==> src/rtl/uart_tx_arbiter.sv <==
// uart_tx_arbiter: round-robin arbiter that shares one uart_tx among
// 2**ID_W byte producers. Each accepted byte is sent as a uart_tx frame
// with a start pulse and a HOLD cycle, so data is stable while uart_tx
// loads it. No new grant is made until busy has fallen.
//
// Optional feature macro: UART_ARB_HEADER_EN
//   defined   -> every accepted byte goes out as two frames:
//                header (8'hA0 | grant_id), then the payload
//   undefined -> one payload frame per accepted byte, no header logic
//
// ID_W legal range is 1..4, so the grant index fits in the header nibble.
module uart_tx_arbiter #(
    parameter  int ID_W  = 2,
    localparam int N_REQ = 2**ID_W
) (
    input  logic               clk_i,
    input  logic               rst_i,
    input  logic [N_REQ-1:0]   req_valid_i,
    input  logic [8*N_REQ-1:0] req_data_i,
    output logic [N_REQ-1:0]   req_ready_o,
    input  logic               tx_busy_i,
    output logic               tx_start_o,
    output logic [7:0]         tx_data_o,
    output logic [ID_W-1:0]    grant_id_o,
    output logic               active_o
);

    typedef enum logic [2:0] {
        S_IDLE,
        S_START,
        S_HOLD,
        S_WAIT_HI,
        S_WAIT_LO
    } state_t;

    state_t          state_q, state_d;
    logic [ID_W-1:0] last_q, last_d;      // most recently granted requester
    logic [ID_W-1:0] grant_q, grant_d;
    logic [7:0]      tx_data_q, tx_data_d;

`ifdef UART_ARB_HEADER_EN
    localparam logic [7:0] HDR_BASE = 8'hA0;
    logic [7:0]      payload_q, payload_d; // byte held back while header is sent
    logic            second_q, second_d;   // payload frame of the pair is in flight
`endif

    logic [ID_W-1:0] cand;
    logic [ID_W-1:0] win_idx;
    logic            win_found;
    logic [7:0]      win_byte;

    // Round-robin search: start one past the last winner and wrap. The
    // index is ID_W bits wide, so the addition wraps N_REQ-1 -> 0 on its own.
    // The final step (k == N_REQ) lands back on last_q, so it has the lowest priority.
    always_comb begin
        cand      = '0;
        win_idx   = '0;
        win_found = 1'b0;
        for (int k = 1; k <= N_REQ; k++) begin
            cand = last_q + ID_W'(k);
            if (!win_found && req_valid_i[cand]) begin
                win_found = 1'b1;
                win_idx   = cand;
            end
        end
    end

    assign win_byte = req_data_i[{win_idx, 3'b000} +: 8];

    // Sequencer: next-state and handshake outputs
    always_comb begin
        state_d     = state_q;
        last_d      = last_q;
        grant_d     = grant_q;
        tx_data_d   = tx_data_q;
        req_ready_o = '0;
        tx_start_o  = 1'b0;
`ifdef UART_ARB_HEADER_EN
        payload_d   = payload_q;
        second_d    = second_q;
`endif
        unique case (state_q)
            S_IDLE: begin
                // busy still high (e.g. a frame left over after reset) blocks any grant
                if (win_found && !tx_busy_i) begin
                    req_ready_o[win_idx] = 1'b1;
                    grant_d              = win_idx;
                    last_d               = win_idx;
                    state_d              = S_START;
`ifdef UART_ARB_HEADER_EN
                    payload_d            = win_byte;
                    tx_data_d            = HDR_BASE | 8'(win_idx);
                    second_d             = 1'b0;
`else
                    tx_data_d            = win_byte;
`endif
                end
            end
            S_START: begin
                tx_start_o = 1'b1;
                state_d    = S_HOLD;
            end
            // keeps tx_data steady over the edge where uart_tx loads it
            S_HOLD: begin
                state_d = S_WAIT_HI;
            end
            S_WAIT_HI: begin
                if (tx_busy_i) begin
                    state_d = S_WAIT_LO;
                end
            end
            S_WAIT_LO: begin
                if (!tx_busy_i) begin
`ifdef UART_ARB_HEADER_EN
                    if (!second_q) begin
                        second_d  = 1'b1;
                        tx_data_d = payload_q;
                        state_d   = S_START;
                    end else begin
                        state_d   = S_IDLE;
                    end
`else
                    state_d = S_IDLE;
`endif
                end
            end
            default: begin
                state_d = S_IDLE;
            end
        endcase
    end

    // State and datapath registers; reset points the rotation at requester 0
    always_ff @(posedge clk_i) begin
        if (rst_i) begin
            state_q   <= S_IDLE;
            last_q    <= '1;
            grant_q   <= '0;
            tx_data_q <= 8'h00;
`ifdef UART_ARB_HEADER_EN
            payload_q <= 8'h00;
            second_q  <= 1'b0;
`endif
        end else begin
            state_q   <= state_d;
            last_q    <= last_d;
            grant_q   <= grant_d;
            tx_data_q <= tx_data_d;
`ifdef UART_ARB_HEADER_EN
            payload_q <= payload_d;
            second_q  <= second_d;
`endif
        end
    end

    assign tx_data_o  = tx_data_q;
    assign grant_id_o = grant_q;
    assign active_o   = (state_q != S_IDLE);

endmodule
==> config.mk <==
export PLATFORM = sky130hd
export DESIGN_NAME = uart_tx_arbiter
export DESIGN_NICKNAME = d
export VERILOG_FILES = /design/src/rtl/uart_tx_arbiter.sv
export SDC_FILE = /design/constraint.sdc
export NUM_CORES = 1
export LEC_CHECK = 0
export ABC_CLOCK_PERIOD_IN_PS = 3200
export BUFFER_PORTS_ARGS = -buffer_cell sky130_fd_sc_hd__buf_2
export CORE_MARGIN = 2
export CORE_UTILIZATION = 45
export CTS_BUF_LIST = sky130_fd_sc_hd__clkbuf_8
export DETAILED_ROUTE_END_ITERATION = 8
export PLACE_DENSITY_LB_ADDON = 0.08
export REMOVE_ABC_BUFFERS = 1
export SLEW_MARGIN = 5
export SYNTH_ARGS = -nofsm -noshare
export SYNTH_HDL_FRONTEND = slang
export SYNTH_SLANG_ARGS = --single-unit
==> constraint.sdc <==
create_clock -name clk_i -period 3.2 [get_ports clk_i]
set_input_delay 0.64 -clock clk_i [delete_from_list [all_inputs] [get_ports clk_i]]
set_output_delay 0.64 -clock clk_i [all_outputs]
set_load 0.05 [all_outputs]
Word-level counts from Yosys, hierarchy flattened --
Cells that the tools add are included. Widths: inputs -> output; s select.
Cells by class: $add $sub $neg 3, $mul 0, divide/modulo/power cells 0, order comparisons 6, eq/ne operators 7, shift-type cells 1, muxes and demuxes 25, bitwise operators 0, reductions and logical operators 13
Operators with widths (number):
- $shiftx 32x6->8 | 1
- $lt 2x3->1 const B | 5
- $pmux 3 s5 | 1
- $mux 1 | 10
- $mux 3 | 3
- $bmux 1 s2 | 4
- $mux 2 | 4
- $mux 4 | 2
- $eq 3x2->1 const B | 2
- $ne 2x2->1 const B | 3
- $logic_and 1x1->1 | 5
- $add 2x2->2 const B | 2
- $logic_not 1->1 | 4
- $eq 3x1->1 const B | 1
- $eq 3x3->1 const B | 1
- $logic_not 3->1 | 1
- $reduce_and 3->1 | 1
- $reduce_bool 3->1 | 1
- $add 2x1->2 const B | 1
- $demux 1 s2 | 1
- $ge 2x1->1 const B | 1
- $reduce_and 2->1 | 1
Word-level totals: register bits 15, latch bits 0, bits in writable memories 0, memory bits (read-only) 0, input port bits 39, output and inout bits 16, word-level logic and storage cells 59, memories kept 0

Logic depth before layout (Yosys ltp) --
word-level depth 19, mapped depth 6

Least setup slack after synthesis --
Ideal clock, no wire load.
path kind input to output, start point input tx_busy_i, end point output req_ready_o[0], data arrival time 2.005 ns, path slack 0.555 ns, stages on the path 4, path through nor4_2 -> nand2b_1 -> or3_1 -> nor2_1
Between the ends: word-level cells in the longest chain between the ends 4
RTL lines:
- start: declaration | RTL line 21 | input logic tx_busy_i,
- $logic_not 1->1
- $logic_and 1x1->1 | RTL line 85 | if (win_found && !tx_busy_i) begin
- $mux 4 | RTL line 85
- $mux 4 | RTL line 82 | unique case (state_q)
- end: declaration | RTL line 20 | output logic [N_REQ-1:0] req_ready_o,
No other way between the ends.

Worst setup path after layout --
start point input tx_busy_i, end point output req_ready_o[2]
Same word-level chain as after synthesis.

==> qor.yml <==
sta:
  relSlewSlack: 0.608
  rsz0062_at_grt: "no"
  hold_viol: 0
  max_freq_mhz: 401
  worstMarginPinSlew_ps: 586
  slew_viol_final: 0
  finalCritPeriodShare: 0.779
  fin_skew_ps: 8.07
  setup_viol: 0
  layout_min_cycle_time_ps: 2490
  timing.setup.tns_ps: 0
layout:
  final_area_um2: 1260
  layout-drive-gt1-share: 0.442
  area_growth_pct: 35.3
  final_cell_mix: "buf_2 (54), mux2i_1 (17), dfxtp_1 (15), nor2_1 (9)"
  final_common_cell: "buf_2"
  n_antenna_cell: 0
  finalNetCount: 196
yosys:
  ys_seq_area_frac: 0.323
  ys_warn_count: 0
  yosys_register_bits: 15
  synth.distinct_cells: 33
  netlist_area_um2: 931
  syn_area_per_cell_um2: 9.31
  netlist_instances: 100
min_path:
  hp-class: "flip-flop to flip-flop"
cts:
  cts_tree: "built"
  cts_setup_buffers: 0
  cts.reportedPaths.clkPinSlew_ps: 60
  worstSkewPairLatency_ps: 240
  numClockSinks: 15
  cts_root_buffer: "clkbuf_8"
  clockBufferDepth: 2
  cts_hold_buf: 0
  cts_buffers: 3
  post_cts_resized: 0
  cts_max_level: 1
critical_path:
  crit_path_end_kind: "output pin"
  start_kind: "input port"
  crit_fanout: 5
  cp.required_ps: 2560
  arrival_ps: 1850
  path_class: "input port to output pin"
drt:
  drcViolationCount: 0
  firstDrtPassIters: 4
  vias: 977
  routedWlPerCell_um: 12.5
  antenna_left: 0
  drtIter0Drc: 11
  drt_wl_total_mm: 2.28
  via_per_inst: 5.34
flow_run:
  drv_cap: 0
placed_design:
  hpwl_mm: 1.79
  gp_congestion: 0.819
  io_buffers: 54
  dpl-instance-area_um2: 1210
die:
  start_util: 0.474
  rows: 16
  die_h_um: 49.5
  pin_count: 55
  core_um2: 1960
  dieArea_um2: 2450
  die_w_um: 49.5
global_route:
  grt_pass1_vias: 856
  grt_usage: 0.200
  grt_pass1_wl_mm: 3.86
  grt_start_max_net_pins: 17
  antenna_found_initial: 0
  overflow: 0
run_status:
  status: "finished clean"
power_and_ir_drop:
  vdd_drop_max_v: 0.000384
  leakage_nw: 0.646
  power.density_nw_per_um2: 486
## metrics by stage
step / worst slack [ps] / hold WS, ps / total power, W / instances / utilization
floorplan: 398 / 488 / 0.000399 / 97 / -
global placement: 710 / 476 / 0.000463 / 179 / 0.619
detailed placement: 713 / 488 / 0.000469 / 179 / 0.619
CTS: 711 / 503 / 0.000619 / 183 / 0.642
global route: 610 / 540 / 0.000646 / 183 / 0.642
finish: 706 / 504 / 0.000612 / 183 / 0.642
## worst max-delay path: stages
cell,delay (ps)
buf_2,130
nor4_2,200
nand2b_1,110
or3_1,410
nor2_1,100
buf_2,260
## final timing paths
check | startpoint | to | slack, ps | cells past startpoint
setup / recovery | tx_busy_i | req_ready_o[2] | 710 | 6
hold / removal | tx_data_o[2]$_SDFFE_PP0P_ | tx_data_o[2]$_SDFFE_PP0P_ | 500 | 2
setup reg to reg | last_q[1]$_SDFFE_PP1P_ | tx_data_o[4]$_SDFFE_PP0P_ | 1330 | 5
hold reg to reg | tx_data_o[2]$_SDFFE_PP0P_ | tx_data_o[2]$_SDFFE_PP0P_ | 500 | 2
## flip-flops by register name (all words and copies together), names as in the netlist
register    count
grant_id_o      2
last_q          2
state_q         3
tx_data_o       8
## cells in the mapped netlist
| cell type | n | area [um2] |
|---|---|---|
| inv_1 | 3 | 11.3 |
| or2b_1 | 1 | 7.51 |
| o221ai_1 | 8 | 70.1 |
| dfxtp_1 | 15 | 300 |
| buf_12 | 1 | 20.0 |
| nor2b_1 | 2 | 12.5 |
| and2b_2 | 1 | 8.76 |
| or2_2 | 1 | 6.26 |
| o22ai_2 | 1 | 12.5 |
| buf_2 | 1 | 5.00 |
| a31oi_1 | 1 | 6.26 |
| a21bo_2 | 1 | 10.0 |
| or3_1 | 2 | 12.5 |
| nor3_1 | 2 | 10.0 |
| nor4_1 | 1 | 6.26 |
| nor3b_1 | 2 | 15.0 |
| o21ai_0 | 2 | 10.0 |
| mux2i_1 | 17 | 170 |
| a21oi_1 | 6 | 30.0 |
| a21oi_2 | 1 | 8.76 |
| nor4_2 | 1 | 12.5 |
| nor2_1 | 9 | 33.8 |
| nor2_4 | 1 | 11.3 |
| nand3b_1 | 8 | 60.1 |
| and3b_2 | 1 | 10.0 |
| nand2b_1 | 1 | 6.26 |
| nand2_1 | 4 | 15.0 |
| a22oi_1 | 1 | 7.51 |
| and2_1 | 1 | 6.26 |
| clkbuf_1 | 1 | 3.75 |
| o31ai_2 | 1 | 12.5 |
| o31a_1 | 1 | 8.76 |
| a211o_2 | 1 | 10.0 |
## per-layer routing
layer	global-route usage	vias up	wire, um
met3	0.0364	2	152
met5	0	-	0
li1	-	490	-
met1	0.279	444	1040
met2	0.324	41	1080
met4	0.0417	0	12
## cell type report
class,count,area [um2]
fillers,190,702
multi-input cells,79,591
clock inverters,1,5.00
well taps,27,33.8
clock buffers,3,41.3
inverters,3,11.3
flip-flops and latches,15,300
repair buffers,55,278
## where the power goes
| group | total [W] | internal (W) | switching (W) | leakage (nW) |
|---|---|---|---|---|
| Sequential | 0.000225 | 0.000208 | 0.0000174 | 0.123 |
| Combinational | 0.000239 | 0.0000860 | 0.000153 | 0.497 |
| Clock | 0.000148 | 0.0000859 | 0.0000626 | 0.0255 |
## kinds of logic after synthesis
| family | Yosys count | synth area share |
|---|---|---|
| flip-flops | 15 | 0.323 |
| buffers and inverters | 6 | 0.0430 |
| multiplexers | 17 | 0.183 |
| AO/OA/AOI/OAI | 24 | 0.200 |
| AND/OR/NAND/NOR | 38 | 0.251 |
No activity file was read; power rests on OpenSTA's default activity.
